==> src/rtl/rv32_ctrl_defs.sv <==
// Shared control definitions for the RV32I forwarding/hazard logic.
package rv32_ctrl_defs;

    localparam int unsigned REG_AW = 5;
    localparam int unsigned FWD_W  = 2;

    typedef logic [FWD_W-1:0] fwd_sel_t;

    // Select encoding shared with the 3:1 operand forwarding mux; 2'b11 is never driven.
    localparam fwd_sel_t FWD_RF  = 2'b00;
    localparam fwd_sel_t FWD_WB  = 2'b01;
    localparam fwd_sel_t FWD_MEM = 2'b10;

endpackage

==> src/rtl/fwd_hazard_unit_fwd_select.sv <==
// Forwarding select for one ALU operand, from the EX instruction's source tag
// and the EX/MEM and MEM/WB destination tags.
module fwd_select #(
    parameter int unsigned REG_AW = rv32_ctrl_defs::REG_AW
) (
    input  logic                     idex_valid,
    input  logic [REG_AW-1:0]        src_reg,
    input  logic                     src_used,
    input  logic                     exmem_valid,
    input  logic [REG_AW-1:0]        exmem_rd,
    input  logic                     exmem_regwrite,
    input  logic                     exmem_memread,
    input  logic                     memwb_valid,
    input  logic [REG_AW-1:0]        memwb_rd,
    input  logic                     memwb_regwrite,
    output rv32_ctrl_defs::fwd_sel_t sel
);

    import rv32_ctrl_defs::FWD_RF;
    import rv32_ctrl_defs::FWD_WB;
    import rv32_ctrl_defs::FWD_MEM;

    logic needs_fwd;
    logic exmem_hit;
    logic memwb_hit;

    // EX/MEM wins over MEM/WB because it carries the newer value of the register.
    // A load in EX/MEM has no data on the ALU-result path yet; the load-use stall
    // guarantees no consumer ever sits right behind it, so excluding it is free.
    always_comb begin
        needs_fwd = idex_valid & src_used & (src_reg != '0);
        exmem_hit = exmem_valid & exmem_regwrite & ~exmem_memread & (exmem_rd == src_reg);
        memwb_hit = memwb_valid & memwb_regwrite & (memwb_rd == src_reg);
        sel       = FWD_RF;
        if (needs_fwd && exmem_hit) begin
            sel = FWD_MEM;
        end else if (needs_fwd && memwb_hit) begin
            sel = FWD_WB;
        end
    end

endmodule

==> src/rtl/fwd_hazard_unit.sv <==
// EX-stage forwarding selects and load-use stall control for the RV32I pipeline.
// Keeps a shadow copy of the register-usage tags in ID/EX, EX/MEM and MEM/WB.
module fwd_hazard_unit #(
    parameter int unsigned REG_AW = rv32_ctrl_defs::REG_AW,
    parameter int unsigned CNT_W  = 32
) (
    input  logic                     clk,
    input  logic                     rst,
    input  logic                     id_valid,
    input  logic [REG_AW-1:0]        id_rs1,
    input  logic [REG_AW-1:0]        id_rs2,
    input  logic                     id_use_rs1,
    input  logic                     id_use_rs2,
    input  logic [REG_AW-1:0]        id_rd,
    input  logic                     id_regwrite,
    input  logic                     id_memread,
    input  logic                     flush,
    output rv32_ctrl_defs::fwd_sel_t forward_a,
    output rv32_ctrl_defs::fwd_sel_t forward_b,
    output logic                     stall,
    output logic [CNT_W-1:0]         stall_count
);

    // ID/EX shadow slot
    logic              idex_valid;
    logic [REG_AW-1:0] idex_rs1;
    logic [REG_AW-1:0] idex_rs2;
    logic              idex_use1;
    logic              idex_use2;
    logic [REG_AW-1:0] idex_rd;
    logic              idex_regwrite;
    logic              idex_memread;

    // EX/MEM shadow slot
    logic              exmem_valid;
    logic [REG_AW-1:0] exmem_rd;
    logic              exmem_regwrite;
    logic              exmem_memread;

    // MEM/WB shadow slot
    logic              memwb_valid;
    logic [REG_AW-1:0] memwb_rd;
    logic              memwb_regwrite;

    logic              load_in_ex;
    logic              id_reads_load;
    logic              bubble;

    // Load-use detection: a load in EX whose rd is read by the instruction in ID.
    // A flush kills the ID instruction, so it never stalls.
    always_comb begin
        load_in_ex    = idex_valid & idex_memread & idex_regwrite & (idex_rd != '0);
        id_reads_load = (id_use_rs1 & (id_rs1 == idex_rd)) |
                        (id_use_rs2 & (id_rs2 == idex_rd));
        stall         = load_in_ex & id_valid & id_reads_load & ~flush;
        bubble        = stall | flush | ~id_valid;
    end

    // Advance the tag pipeline; stall or flush turns the ID/EX entry into a bubble.
    always_ff @(posedge clk or posedge rst) begin
        if (rst) begin
            idex_valid     <= 1'b0;
            idex_rs1       <= '0;
            idex_rs2       <= '0;
            idex_use1      <= 1'b0;
            idex_use2      <= 1'b0;
            idex_rd        <= '0;
            idex_regwrite  <= 1'b0;
            idex_memread   <= 1'b0;
            exmem_valid    <= 1'b0;
            exmem_rd       <= '0;
            exmem_regwrite <= 1'b0;
            exmem_memread  <= 1'b0;
            memwb_valid    <= 1'b0;
            memwb_rd       <= '0;
            memwb_regwrite <= 1'b0;
        end else begin
            memwb_valid    <= exmem_valid;
            memwb_rd       <= exmem_rd;
            memwb_regwrite <= exmem_regwrite;

            exmem_valid    <= idex_valid;
            exmem_rd       <= idex_rd;
            exmem_regwrite <= idex_regwrite;
            exmem_memread  <= idex_memread;

            idex_valid     <= ~bubble;
            idex_rs1       <= id_rs1;
            idex_rs2       <= id_rs2;
            idex_use1      <= id_use_rs1;
            idex_use2      <= id_use_rs2;
            idex_rd        <= id_rd;
            idex_regwrite  <= id_regwrite & ~bubble;
            idex_memread   <= id_memread & ~bubble;
        end
    end

    // Saturating stall-cycle counter for performance monitoring.
    always_ff @(posedge clk or posedge rst) begin
        if (rst) begin
            stall_count <= '0;
        end else if (stall && (stall_count != '1)) begin
            stall_count <= stall_count + CNT_W'(1);
        end
    end

    fwd_select #(.REG_AW(REG_AW)) u_fwd_a (
        .idex_valid     (idex_valid),
        .src_reg        (idex_rs1),
        .src_used       (idex_use1),
        .exmem_valid    (exmem_valid),
        .exmem_rd       (exmem_rd),
        .exmem_regwrite (exmem_regwrite),
        .exmem_memread  (exmem_memread),
        .memwb_valid    (memwb_valid),
        .memwb_rd       (memwb_rd),
        .memwb_regwrite (memwb_regwrite),
        .sel            (forward_a)
    );

    fwd_select #(.REG_AW(REG_AW)) u_fwd_b (
        .idex_valid     (idex_valid),
        .src_reg        (idex_rs2),
        .src_used       (idex_use2),
        .exmem_valid    (exmem_valid),
        .exmem_rd       (exmem_rd),
        .exmem_regwrite (exmem_regwrite),
        .exmem_memread  (exmem_memread),
        .memwb_valid    (memwb_valid),
        .memwb_rd       (memwb_rd),
        .memwb_regwrite (memwb_regwrite),
        .sel            (forward_b)
    );

endmodule

==> config.mk <==
export PLATFORM = sky130hd
export DESIGN_NAME = fwd_hazard_unit
export DESIGN_NICKNAME = d
export VERILOG_FILES = /design/src/rtl/rv32_ctrl_defs.sv /design/src/rtl/fwd_hazard_unit_fwd_select.sv /design/src/rtl/fwd_hazard_unit.sv
export SDC_FILE = /design/constraint.sdc
export NUM_CORES = 1
export LEC_CHECK = 0
export BUFFER_PORTS_ARGS = -buffer_cell sky130_fd_sc_hd__buf_2
export CAP_MARGIN = 20
export CORE_UTILIZATION = 54
export DETAILED_ROUTE_END_ITERATION = 10
export GPL_ROUTABILITY_DRIVEN = 0
export GPL_TIMING_DRIVEN = 1
export HOLD_SLACK_MARGIN = 0.06
export PLACE_DENSITY = 0.91
export SLEW_MARGIN = 20
export SYNTH_ARGS = -nofsm -noshare
export SYNTH_HDL_FRONTEND = slang
export SYNTH_SLANG_ARGS = --single-unit
==> constraint.sdc <==
create_clock -name clk -period 2.5 [get_ports clk]
set_input_delay 0.375 -clock clk [delete_from_list [all_inputs] [get_ports clk]]
set_output_delay 0.375 -clock clk [all_outputs]
set_load 0.01 [all_outputs]
==> results <==
- The count of pins on the block boundary is 60.
- TritonCTS built the clock tree.
- The DRC violation count after routing is 0.
- The initial antenna violation count is 0.
- The cell with the largest stage delay on the worst path is sky130_fd_sc_hd__or4_1.
- The share of post-route cells with drive strength above 1 is 26.0%.
- The wire length of the first global-routing pass is 9.25 mm.
- The critical path is of the reg -> out type.
- The number of filler instances in the final layout is 391.
- Measured against its own limit, the worst slew margin works out to 52.3%.
- The peak per-stage delay on the critical path is 0.54 ns.
- The number of cells after detailed placement is 366.
- The distinct cell type count of the synthesized netlist is 31.
- The most common cell after layout, fill and taps aside is sky130_fd_sc_hd__dfrtp_1.
- The number of nets in the synthesized netlist is 262.
- The die is 74.9 um wide.
- The timing-limited maximum frequency is 0.431 GHz.
- The number of max-cap violations is 0.
- The critical path goes through or4_1, o211ai_1, nor4_1, nor3_1, buf_2.
- Averaged over all synthesized cells, the footprint is 12.1 um2.
- The number of enable flip-flop cells after synthesis is 0.
- The nature of the critical path endpoint is an output pin.
- The routed wirelength normalized by instance count is 15.2 um.
- Counting every sink on the clock net gives 67.
- Of all cell types, the one taking the most synthesized area is sky130_fd_sc_hd__dfrtp_1.
- Setup repair after global routing left no endpoint under its margin.
- In the synthesized netlist, the number of instances is 238.
- In this run the clock root is driven by a sky130_fd_sc_hd__clkbuf_8.
- The post-detailed-placement half-perimeter wirelength is 4.27 mm.
- The area of the core region is 5110 um2.
- The number of post-CTS setup repair buffers is 0.
- Adding up every negative setup slack in the final design gives 0 ns.
- The netlist area before placement is 2870 um2.
- After synthesis, the largest area contributor takes up 58.4% of total cell area.
- Once the floorplan was initialized, standard cells occupied 56.2% of the core.
- The library cells used most frequently in the layout, excluding fill and tap cells, are 67 x sky130_fd_sc_hd__dfrtp_1, 59 x sky130_fd_sc_hd__buf_2, 48 x sky130_fd_sc_hd__xnor2_1.
- IR analysis of the VDD net gives a maximum drop of 0.478 mV.
- The first-pass iteration count of the detailed router is 4.
- The run finished with clean final reports.
- Clock latency on the worst-skew pair, taken at its later pin, is 0.34 ns.
- Setup violations remaining at the end of the flow were counted as 0.
- The static power due to leakage is 1.60 nW.
- The async set or reset register ratio after synthesis is 100%.
- The routed wire length is 5.77 mm.
- The required time of the critical path is 2.12 ns.
- The floorplan step set the die height to 74.9 um.
- Summing all flip-flop and latch instances after layout gives 1680 um2.
- The number of cells in the finished layout apart from fillers is 381.
- The area growth from synthesis to final layout is 19.8%.
- Sequential elements use 58.4% of the synthesized area.
- The floorplan has 26 rows.
- The pin count of the biggest net entering global routing is 43.
- The final period demand of the worst path is 2.32 ns.
- The violation count after the first detailed-routing iteration is 106.
- The via count normalized by instance count is 5.30.
- Among all flip-flop cells after synthesis, the most frequent one is sky130_fd_sc_hd__dfrtp_1.
- For the worst setup path, the data arrival time is 1.94 ns.
- Summing all multi-input logic gate instances after layout gives 1160 um2.
- The clock tree skew after final layout is 0.00703 ns.
- In this run the power density over the cells is 595 nW/um2.
- 0 antenna diodes ended up in the layout.
- The utilization of the core after routing is 67.3%.
- The post-route clock period utilization is 92.7%.
- The net count of the finished layout is 331.
- The count of instances resized after the clock tree is built is 0.
- The total clock buffers created by CTS is 9.
- The routed layout has 2018 vias.
- After synthesis, the cell types taking the most area are sky130_fd_sc_hd__dfrtp_1 58%, sky130_fd_sc_hd__xnor2_1 15%, sky130_fd_sc_hd__xor2_1 4.0%, sky130_fd_sc_hd__nand4_1 3.9%, sky130_fd_sc_hd__nand3_1 2.6%.
- After clock tree synthesis, the clock-pin slew on the worst setup and hold paths is 0.07 ns.
- After global routing the overflow that remains totals 0.
- The type of the most critical hold path is in -> async.
- For the pin with the worst max-slew slack, the measured transition is 0.715 ns.
- The total die area is 5610 um2.
- The element type at the critical path start is a register.
- The deepest clock path buffer count is 2.
- In this run the tool buffered the top-level ports with 59 buffer cells.
- In this run, synthesis produced a sequential element count of 67.
- In the global route stage, overall resource usage came out at 23.5%.
- Yosys printed 0 warnings.
- The detail route stage leaves a number of antenna-violating nets equal to 0.
- The clock tree synthesis step divided the H-tree into 3 levels.
- The number of global-route vias before repair is 1919.
- The max-slew violation count is 0.
- In this run the worst path has a maximum fanout of 3.
- The number of hold buffers added after CTS is 0.
- The worst hold slack is 0.0787 ns.
- The final hold violation count is 0.
-- flip-flops by register name, indices dropped and copies added, names as in the netlist --
name	count
memwb_rd	5
idex_rd	5
exmem_memread	1
exmem_valid	1
exmem_rd	5
idex_valid	1
idex_use2	1
idex_regwrite	1
idex_memread	1
memwb_valid	1
stall_count	32
idex_rs2	5
memwb_regwrite	1
exmem_regwrite	1
idex_rs1	5
idex_use1	1
-- Yosys cell counts (2+ instances only) --
master,count
sky130_fd_sc_hd__dfrtp_1,67
sky130_fd_sc_hd__xnor2_1,48
sky130_fd_sc_hd__nand4_1,18
sky130_fd_sc_hd__nand2_1,17
sky130_fd_sc_hd__nand3_1,15
sky130_fd_sc_hd__xor2_1,13
sky130_fd_sc_hd__and3_1,7
sky130_fd_sc_hd__nor2_1,7
sky130_fd_sc_hd__nor3_1,7
sky130_fd_sc_hd__and4_1,5
sky130_fd_sc_hd__nor4_1,5
sky130_fd_sc_hd__and2_1,4
sky130_fd_sc_hd__a21oi_1,2
sky130_fd_sc_hd__buf_2,2
sky130_fd_sc_hd__nand4b_1,2
sky130_fd_sc_hd__nor2b_1,2
sky130_fd_sc_hd__o211ai_1,2
sky130_fd_sc_hd__or4_1,2
-- report_power, final --
| part | switching [mW] | total, mW | internal (mW) |
|---|---|---|---|
| clock | 0.374 | 0.807 | 0.433 |
| sequential | 0.0285 | 1.14 | 1.11 |
| combinational | 0.0514 | 0.0981 | 0.0467 |
-- layer usage --
layer	wire [um]	vias up	track usage, %
met1	2470	982	28.2
li1	-	969	-
met2	2940	59	38.9
met4	81	0	9.43
met3	285	8	8.17
met5	0	-	0
-- metrics by stage --
stage | power, mW | setup slack (ns) | instance area, um2
detailed placement | 1.26 | 0.268 | 3260
CTS | 2.07 | 0.158 | 3440
global placement | 1.26 | 0.338 | 3260
floorplan | 1.21 | 0.442 | 2870
global route | 2.13 | 0.0861 | 3440
finish | 2.05 | 0.182 | 3440
-- critical path: cells and delay by family (launching register included) --
family / cells / cell delay [ns]
simple gates: 3 / 0.81
flops: 1 / 0.41
compound gates: 1 / 0.23
buf+inv: 1 / 0.15
-- worst paths after layout --
kind                                            startpoint                         end  slack [ns]  cells past startpoint
worst max-delay path                 idex_rs2[0]$_DFF_PP0_                forward_b[0]        0.18                      5
max in group asynchronous                              rst       idex_rs1[3]$_DFF_PP0_        1.82                      3
min in group clk                                  id_rd[4]        idex_rd[4]$_DFF_PP0_        0.14                      1
worst min-delay path                                   rst  stall_count[7]$_DFFE_PP0P_        0.08                      2
worst max register to register  stall_count[0]$_DFFE_PP0P_  stall_count[1]$_DFFE_PP0P_        0.27                      6
worst min register to register      idex_memread$_DFF_PP0_     exmem_memread$_DFF_PP0_        0.37                      0
-- final cells by class --
cell class              count  share of cell area, %
inverters                   1                  0.109
clock buffers              13                   4.91
flip-flops and latches     67                   48.7
repair buffers             62                   9.60
clock inverters             2                  0.291
well taps                  70                   2.55
multi-input cells         166                   33.8
-- cell families (layout without fill, tap and decap cells) --
| logic type | after synthesis | after routing | synth area share [%] |
|---|---|---|---|
| adder cells (fa/ha/maj) | 1 | 1 | 0.436 |
| buffers and inverters | 5 | 78 | 1.13 |
| AO/OA/AOI/OAI | 6 | 6 | 1.44 |
| flip-flops | 67 | 67 | 58.4 |
| XOR/XNOR | 61 | 61 | 18.6 |
| AND/OR/NAND/NOR | 97 | 97 | 19.5 |
| multiplexers | 1 | 1 | 0.523 |
Note: power is estimated with default switching activity, not from simulation.
